--- src/rtl/cp0_pkg.sv ---
// Shared CP0 constants: register addresses, field positions and exception codes.
// The optional Count/Compare timer is enabled by defining CP0_TIMER_EN.
package cp0_pkg;

  localparam logic [4:0] ADDR_BADVADDR = 5'd8;
  localparam logic [4:0] ADDR_COUNT    = 5'd9;
  localparam logic [4:0] ADDR_COMPARE  = 5'd11;
  localparam logic [4:0] ADDR_SR       = 5'd12;
  localparam logic [4:0] ADDR_CAUSE    = 5'd13;
  localparam logic [4:0] ADDR_EPC      = 5'd14;
  localparam logic [4:0] ADDR_PRID     = 5'd15;

  localparam int IM_LSB      = 10;
  localparam int IP_LSB      = 10;
  localparam int INT_FIELD_W = 6;
  localparam int EXL_BIT     = 1;
  localparam int IE_BIT      = 0;
  localparam int BD_BIT      = 31;
  localparam int EXCCODE_LSB = 2;

  localparam logic [4:0] EXC_INT  = 5'd0;
  localparam logic [4:0] EXC_ADEL = 5'd4;
  localparam logic [4:0] EXC_ADES = 5'd5;
  localparam logic [4:0] EXC_RI   = 5'd10;
  localparam logic [4:0] EXC_OV   = 5'd12;

  // Address-error exceptions are the only ones that capture BadVAddr.
  function automatic logic is_addr_exc(input logic [4:0] code);
    return (code == EXC_ADEL) || (code == EXC_ADES);
  endfunction

endpackage

--- src/rtl/cp0_int_sync.sv ---
// Per-line flop synchroniser for the external interrupt inputs.
// STAGES = 0 passes the lines straight through.
module cp0_int_sync #(
  parameter int NUM    = 6,
  parameter int STAGES = 2
) (
  input  logic           clk,
  input  logic           reset,
  input  logic [NUM-1:0] async_in,
  output logic [NUM-1:0] sync_out
);

  generate
    if (STAGES == 0) begin : g_bypass
      assign sync_out = async_in;
    end else begin : g_chain
      logic [STAGES-1:0][NUM-1:0] chain;

      always_ff @(posedge clk) begin
        if (reset) begin
          chain <= '0;
        end else begin
          chain[0] <= async_in;
          for (int i = 1; i < STAGES; i++) begin
            chain[i] <= chain[i-1];
          end
        end
      end

      assign sync_out = chain[STAGES-1];
    end
  endgenerate

endmodule

--- src/rtl/cp0_regfile.sv ---
// Coprocessor-0 register file: SR, Cause, EPC, PrID, BadVAddr, interrupt/exception arbitration.
// Define CP0_TIMER_EN to add the Count/Compare timer on IP bit 15.
module cp0_regfile
  import cp0_pkg::*;
#(
  parameter int          NUM_HWINT   = 6,
  parameter int          SYNC_STAGES = 2,
  parameter logic [31:0] PRID_VAL    = 32'h16061131
) (
  input  logic                 clk,
  input  logic                 reset,
  input  logic [4:0]           rd_addr,
  output logic [31:0]          rd_data,
  input  logic [4:0]           wr_addr,
  input  logic [31:0]          wr_data,
  input  logic                 wr_en,
  input  logic [31:0]          pc,
  input  logic                 in_delay_slot,
  input  logic [4:0]           exc_code,
  input  logic [31:0]          bad_vaddr,
  input  logic                 eret,
  input  logic [NUM_HWINT-1:0] hw_int,
  output logic                 int_req,
  output logic                 exc_req,
  output logic [31:0]          epc
);

  localparam logic [5:0] HW_MASK = 6'h3f >> (6 - NUM_HWINT);
`ifdef CP0_TIMER_EN
  localparam logic [5:0] TIMER_IP = 6'b100000;
`else
  localparam logic [5:0] TIMER_IP = 6'b000000;
`endif
  // IM bits that exist; the rest are forced to 0 on write so they read 0.
  localparam logic [5:0] IM_MASK = HW_MASK | TIMER_IP;

  logic [NUM_HWINT-1:0] hw_sync;
  logic [5:0]           im_q;
  logic [5:0]           ip_q;
  logic [5:0]           ip_now;
  logic                 exl_q;
  logic                 ie_q;
  logic                 bd_q;
  logic [4:0]           exc_code_q;
  logic [31:0]          epc_q;
  logic [31:0]          bad_vaddr_q;
  logic [31:0]          epc_next;
  logic                 wr_ok;
  logic                 timer_pend;

  cp0_int_sync #(
    .NUM    (NUM_HWINT),
    .STAGES (SYNC_STAGES)
  ) u_int_sync (
    .clk      (clk),
    .reset    (reset),
    .async_in (hw_int),
    .sync_out (hw_sync)
  );

  always_comb begin
    ip_now = '0;
    ip_now[NUM_HWINT-1:0] = hw_sync;
    ip_now = ip_now | (TIMER_IP & {6{timer_pend}});
  end

  assign int_req  = (|(ip_now & im_q)) & ie_q & ~exl_q;
  assign exc_req  = (exc_code != EXC_INT) & ~exl_q;
  // A taken interrupt or exception squashes the committing mtc0.
  assign wr_ok    = wr_en & ~int_req & ~exc_req;
  assign epc_next = in_delay_slot ? (pc - 32'd4) : pc;
  assign epc      = epc_q;

  always_ff @(posedge clk) begin
    if (reset) begin
      im_q        <= '0;
      ip_q        <= '0;
      exl_q       <= 1'b0;
      ie_q        <= 1'b0;
      bd_q        <= 1'b0;
      exc_code_q  <= '0;
      epc_q       <= '0;
      bad_vaddr_q <= '0;
    end else begin
      ip_q <= ip_now;
      if (int_req || exc_req) begin
        epc_q <= epc_next;
        bd_q  <= in_delay_slot;
        exl_q <= 1'b1;
        if (int_req) begin
          exc_code_q <= EXC_INT;
        end else begin
          exc_code_q <= exc_code;
          if (is_addr_exc(exc_code)) bad_vaddr_q <= bad_vaddr;
        end
      end else begin
        if (wr_ok && wr_addr == ADDR_SR) begin
          im_q  <= wr_data[IM_LSB +: INT_FIELD_W] & IM_MASK;
          ie_q  <= wr_data[IE_BIT];
          exl_q <= wr_data[EXL_BIT] & ~eret;
        end else if (eret) begin
          exl_q <= 1'b0;
        end
        if (wr_ok && wr_addr == ADDR_EPC) epc_q <= wr_data;
      end
    end
  end

`ifdef CP0_TIMER_EN
  logic [31:0] count_q;
  logic [31:0] compare_q;
  logic [31:0] count_next;
  logic        timer_pend_q;

  assign count_next = (wr_ok && wr_addr == ADDR_COUNT) ? wr_data : count_q + 32'd1;

  // A Compare write clears the pending flag even if Count matches in the same cycle.
  always_ff @(posedge clk) begin
    if (reset) begin
      count_q      <= '0;
      compare_q    <= '0;
      timer_pend_q <= 1'b0;
    end else begin
      count_q <= count_next;
      if (wr_ok && wr_addr == ADDR_COMPARE) begin
        compare_q    <= wr_data;
        timer_pend_q <= 1'b0;
      end else if (count_next == compare_q) begin
        timer_pend_q <= 1'b1;
      end
    end
  end

  assign timer_pend = timer_pend_q;
`else
  assign timer_pend = 1'b0;
`endif

  always_comb begin
    rd_data = '0;
    case (rd_addr)
      ADDR_SR: begin
        rd_data[IM_LSB +: INT_FIELD_W] = im_q;
        rd_data[EXL_BIT]               = exl_q;
        rd_data[IE_BIT]                = ie_q;
      end
      ADDR_CAUSE: begin
        rd_data[BD_BIT]                = bd_q;
        rd_data[IP_LSB +: INT_FIELD_W] = ip_q;
        rd_data[EXCCODE_LSB +: 5]      = exc_code_q;
      end
      ADDR_EPC:      rd_data = epc_q;
      ADDR_PRID:     rd_data = PRID_VAL;
      ADDR_BADVADDR: rd_data = bad_vaddr_q;
`ifdef CP0_TIMER_EN
      ADDR_COUNT:    rd_data = count_q;
      ADDR_COMPARE:  rd_data = compare_q;
`endif
      default:       rd_data = '0;
    endcase
  end

endmodule

--- config.mk ---
export PLATFORM = sky130hd
export DESIGN_NAME = cp0_regfile
export DESIGN_NICKNAME = d
export VERILOG_FILES = /design/src/rtl/cp0_pkg.sv /design/src/rtl/cp0_int_sync.sv /design/src/rtl/cp0_regfile.sv
export SDC_FILE = /design/constraint.sdc
export NUM_CORES = 1
export LEC_CHECK = 0
export CAP_MARGIN = 20
export CORE_MARGIN = 2
export CORE_UTILIZATION = 41
export DETAILED_ROUTE_END_ITERATION = 10
export GPL_ROUTABILITY_DRIVEN = 0
export PLACE_DENSITY = 0.87
export SLEW_MARGIN = 10
export SYNTH_ARGS = -nofsm -noshare
export SYNTH_HDL_FRONTEND = slang
export SYNTH_HIERARCHICAL = 1
export SYNTH_SLANG_ARGS = --single-unit
--- constraint.sdc ---
create_clock -name clk -period 2.1 [get_ports clk]
set_clock_uncertainty 0.1 [all_clocks]
set_input_delay 0.21 -clock clk [delete_from_list [all_inputs] [get_ports clk]]
set_output_delay 0.21 -clock clk [all_outputs]
set_load 0.02 [all_outputs]
; ---- Word level (Yosys, flattened, before mapping)
; Index checks and enable logic that the tools add are counted.
[totals]
word_cells = 55
register_bits = 96
[op_classes]
add_sub_neg = 1
mux = 13
n_reduce_logical = 10
n_eq_ne = 9
bitwise = 12
[op_table]
columns = cell, n
row1 = 32-bit 2-to-1 mux, 3
row2 = 15-bit case mux with 3 select lines, 1
row3 = 5-bit by 4-bit == test with 1-bit output (second input constant), 7
row4 = 32-bit by 3-bit subtractor with 32-bit output (second input constant), 1
row5 = 6-bit case mux with 5 select lines, 1
row6 = 5-bit case mux with 4 select lines, 1
row7 = 5-bit by 3-bit == test with 1-bit output (second input constant), 2
row8 = 3-bit case mux with 3 select lines, 1
row9 = 2-bit case mux with 4 select lines, 1
row10 = 1-bit AND, 6
row11 = 6-bit AND, 1
row12 = 6-bit OR reduction, 1
row13 = 5-bit 2-to-1 mux, 1
row14 = 1-bit NOT, 5
row15 = 5-bit nonzero test, 1
row16 = 1-bit 2-to-1 mux, 3
row17 = 1-bit case mux with 3 select lines, 1
row18 = 3-bit AND reduction, 1
row19 = 3-bit nonzero test, 1
row20 = 1-bit logical AND, 2
row21 = 1-bit logical OR, 2
row22 = 2-bit AND reduction, 1
row23 = 2-bit nonzero test, 1

; ---- Depth between registers and ports, before layout
[logic_depth]
word_depth = 10
depth_mapped = 8
mapped_depth_nobuf = 6

; ---- Modules after synthesis
; The synthesis kept the hierarchy.
[modules_own_cells]
columns = mod, n_inst, area_each_um2, cells_each
row1 = cp0_regfile, 1, 4822.1, 597
row2 = cp0_int_sync, 1, 411.6, 31

; ---- Worst setup path after synthesis
; No wires, ideal clock.
[synth_path]
path_kind = reg-to-reg
startpoint = register u_int_sync.g_chain.chain, in the netlist u_int_sync/sync_out[3]
endpoint = register epc_q[0], in the netlist epc[0]
setup_slack_ns = -0.016
period_less_slack_ns = 2.116
t_arrival_ns = 1.868
setup_ns = 0.148
path_stages_with_launch = 9
cell_sequence = dfxtp_1 buf_4 a22oi_1 a311o_1 inv_2 clkbuf_1 buf_2 nor2_1 a311oi_1
[synth_between]
elab_chain_len = 9
word_cells_on_any_way = 11
[synth_lines]
columns = item, line
row1 = start: declaration, cp0_int_sync.sv:17  ; logic [STAGES-1:0][NUM-1:0] chain;
row2 = start signal: indexed assignment, cp0_int_sync.sv:25  ; chain[i] <= chain[i-1];
row3 = 6-bit AND (*), cp0_regfile.sv:67  ; assign int_req = (|(ip_now & im_q)) & ie_q & ~exl_q;
row4 = 6-bit OR reduction (*), cp0_regfile.sv:67
row5 = 1-bit AND (*) (2 in series), cp0_regfile.sv:67
row6 = named net int_req, cp0_regfile.sv:23  ; output logic int_req,
row7 = 1-bit NOT (no line), --
row8 = 1-bit AND (2 in series), cp0_regfile.sv:70  ; assign wr_ok = wr_en & ~int_req & ~exc_req;
row9 = 1-bit logical AND, cp0_regfile.sv:104  ; if (wr_ok && wr_addr == ADDR_EPC) epc_q <= wr_data;
row10 = 2-bit nonzero test (no line), --
row11 = end signal: assignment, cp0_regfile.sv:87  ; epc_q <= epc_next;
row12 = end signal: assignment, cp0_regfile.sv:104
row13 = end: declaration, cp0_regfile.sv:45  ; logic [31:0] epc_q;
; The timed path passes the listed nets; every way through them passes the cells marked *.
; A chain may end at the register's enable or synchronous reset.

; ---- Worst setup path after layout
[layout_path]
startpoint = input rd_addr[2]
endpoint = output rd_data[1]
[layout_between]
elab_chain_len = 2
word_cells_on_any_way = 5
[layout_lines]
columns = item, line
row1 = start: declaration, cp0_regfile.sv:12  ; input logic [4:0] rd_addr,
row2 = 5-bit by 4-bit == test with 1-bit output, cp0_regfile.sv:141  ; case (rd_addr)
row3 = 2-bit case mux with 4 select lines (*), cp0_regfile.sv:141
row4 = end: declaration, cp0_regfile.sv:13  ; output logic [31:0] rd_data,
; Mark *: on every way between the ends. The rest lies on a longest branch, timed or not.

==> impl_metrics.tcl <==
set metrics [dict create \
    p_switching_mw 1.36 \
    maxCapViolations 0 \
    critPathRequiredTime_ns 1.79 \
    design_area_um2 8320 \
    async_flop_share_pct 0 \
    area_delta_synth_final_pct 59.0 \
    synth_fp_nets 751 \
    antenna_found_initial 1 \
    dieArea_um2 13700 \
    r2r_setup_slack_ns 0.05 \
    h-tree-depth 3 \
    whs_endpoint "u_int_sync/g_chain.chain[1]" \
    syn_avg_cell_area_um2 8.33 \
    dieHeight_um 117 \
    synth_edf_count 0 \
    netlist_top_cells_area "dfxtp_1, nand3_1, a21oi_1" \
    via_per_inst 5.94 \
    p_comb_share_pct 21.7 \
    antenna_left 0 \
    vias 6251 \
    nets 998 \
    cp_slowest_cell "clkdlybuf4s50_1" \
    p_int_mw 3.42 \
    synth.most_common_cell "dfxtp_1" \
    crit_family "buffers and inverters" \
    status "completed" \
    synth_area_um2 5230 \
    clkTransAtPathRegs_ns 0.07 \
    synth_ff_type "dfxtp_1" \
    r2r-start "u_int_sync/sync_out[1]" \
    cpPeakStageDelay_ns 0.52 \
    ys_warn_count 6 \
    clock_latency_ns 0.35 \
    synth_top_area_cell "dfxtp_1" \
    crit_type "in -> out" \
    post_drt_wl_per_cell_um 19.7 \
    reg2reg_depth 6 \
    cp-end-kind "output port" \
    finalMaxSlewViolations 0 \
    fp.dieW_um 117 \
    layout_min_cycle_time_ns 2.08 \
    worst_hold_startpoint "reset" \
    drt_pass1_iterations 7 \
    start_util_pct 41.8 \
    dp_hpwl_mm 15.1 \
    setup_viol 0 \
    arrival_ns 1.77 \
    place_area_um2 7940 \
    syn_inst 628 \
    tightest_slew_ns 0.650 \
    portBuffers 187 \
    dpl_worst_slack_ns -0.593 \
    path_cells "clkdlybuf4s50_1, and4b_1, nor2b_4, buf_6, nand2_1, o21ai_0, clkdlybuf4s15_1" \
    drc 0 \
    worst_slack_ns 0.0194 \
    cts_root_buf "clkbuf_16" \
    finalPower_mw 4.78 \
    pwr-share-clk_pct 36.3 \
    post-route-period-util_pct 99.1 \
    grt_pass1_wl_mm 30.9 \
    static-leakage-power_nw 3.15 \
    max_freq_mhz 481 \
    drive_gt1_share_pct 23.2 \
    vdd_drop_max_v 0.000416 \
    worstReg2RegEnd "epc[23]" \
    drtIter0Drc 836 \
    core_area_um2 12500 \
    drt_wl_total_mm 20.7 \
    cts_buffers 9 \
    p_sw_share_pct 28.5 \
    synth_common_cells "dfxtp_1, clkbuf_1, nand3_1, a21oi_1, o21ai_0" \
    postCtsHoldBufs 0 \
    hold_viol_final 0 \
    power_density_nw_per_um2 574 \
    grt_overflow 0 \
    cts_sinks 96 \
    crit_path_start_kind "input port" \
    ys_seq_elements 96 \
    ys_types 57 \
    ys_seq_area_share_pct 36.7 \
    grt_start_max_net_pins 44 \
    cts_tree "done" \
    min_delay_path_depth 2 \
    sequentialPowerShare_pct 42.1 \
    boundaryPins 188 \
    synth.top_cell.area_share_pct 36.7 \
    grt_pass1_vias 5802 \
    cp_num_buf_inv 3 \
    grt_use_total_pct 29.3 \
    crit_path_max_fanout 6 \
    max-clock-path-buffers 2 \
    diodes 0 \
    max_slew_margin_pct 56.6 \
    rows 41 \
    hold_path.class "in -> reg" \
]
worst reg2reg max path, delay by kind of cell (launching register included):
| family | cells | cell delay, ns |
|---|---|---|
| compound gates | 4 | 1.21 |
| flops | 1 | 0.33 |
| buf+inv | 2 | 0.27 |
final cells by class:
cell class	count	area, um^2
Fill cell	1012	4190
Multi-Input combinational cell	431	3020
Timing Repair Buffer	302	2730
Sequential cell	96	1920
Clock buffer	9	225
Tap cell	172	215
Inverter	35	131
Clock inverter	7	82.6
metal layers:
metal  global-route usage (%)  wire length, um
met5                        0                0
met1                     39.4             8520
met2                     46.9             9840
met3                     4.58             1550
met4                     12.2              776
logic make-up (layout without fill, tap and decap cells):
group / after synthesis / after routing / share of synthesized area [%]
flip-flops: 96 / 96 / 36.7
AND/OR/NAND/NOR: 175 / 175 / 20.1
adder cells (fa/ha/maj): 1 / 1 / 0.239
multiplexers: 18 / 18 / 3.44
XOR/XNOR: 11 / 11 / 1.84
buffers and inverters: 101 / 353 / 7.87
AO/OA/AOI/OAI: 226 / 226 / 29.8
metrics by stage:
stage,setup TNS (ns),util (%),std cells,hold slack (ns)
2_1_floorplan,0,-,628,0.239
3_3_place_gp,-23.08,63.4,1028,0.322
3_5_place_dp,-25.04,63.4,1028,0.325
4_1_cts,-0.0103,66.4,1052,0.186
5_1_grt,-0.136,66.5,1052,0.203
6_report,0,66.5,1052,0.191
cells in the final DEF (no fill, tap or decap), types with 7 or more instances in the layout:
master | Yosys | routed
clkdlybuf4s50_1 | 0 | 144
buf_4 | 6 | 101
dfxtp_1 | 96 | 96
nand3_1 | 48 | 48
a21oi_1 | 45 | 45
o21ai_0 | 41 | 40
inv_1 | 33 | 33
a31oi_1 | 25 | 24
buf_2 | 2 | 24
a2111oi_0 | 24 | 23
nand2_1 | 21 | 21
mux2i_1 | 18 | 17
a311oi_1 | 20 | 16
nand2b_1 | 15 | 15
o31ai_1 | 14 | 14
a211oi_1 | 14 | 14
a22o_1 | 12 | 12
or4_1 | 13 | 12
nor3_1 | 13 | 11
clkbuf_16 | 0 | 9
buf_6 | 1 | 9
nor2_1 | 10 | 8
or3_1 | 8 | 8
xnor2_1 | 8 | 8
nor2b_2 | 8 | 8
nand4_1 | 7 | 7
timing repair:
action / 4_1_cts / 5_1_grt
pin swaps: 11 / 12
endpoints found under the setup margin: 47 / 43
buffers inserted: 4 / 0
gates resized for setup: 141 / 34
cloned: 4 / 0
how the worst max path moves through the flow:
| stage | startpoint | to | slack, ns | depth (start not counted) |
|---|---|---|---|---|
| finish | rd_addr[2] | rd_data[1] | 0.02 | 7 |
| global route | im_q[4] | epc[21] | -0.08 | 6 |
| CTS | rd_addr[0] | rd_data[18] | -0.01 | 7 |
| detailed placement | rd_addr[1] | rd_data[18] | -0.59 | 6 |
| global placement | rd_addr[4] | rd_data[3] | -0.54 | 7 |
| floorplan | u_int_sync/sync_out[3] | ie_q | 0.01 | 7 |
power groups by stage:
stage	sequential (mW)	combinational (mW)	clock (mW)
detailed placement	2.05	1.00	0
floorplan	2.07	0.341	0
CTS	2.01	1.02	1.74
finish	2.01	1.04	1.73
global placement	2.05	0.984	0
global route	2.02	1.10	1.85
flip-flops by register name, summed over array words and instances, names as in the netlist, 5 cells and up:
signal	count
bad_vaddr_q	32
epc	32
im_q	6
ip_q	6
u_int_sync/g_chain.chain	6
u_int_sync/sync_out	6
exc_code_q	5
No activity file was read; power rests on OpenSTA's default activity.
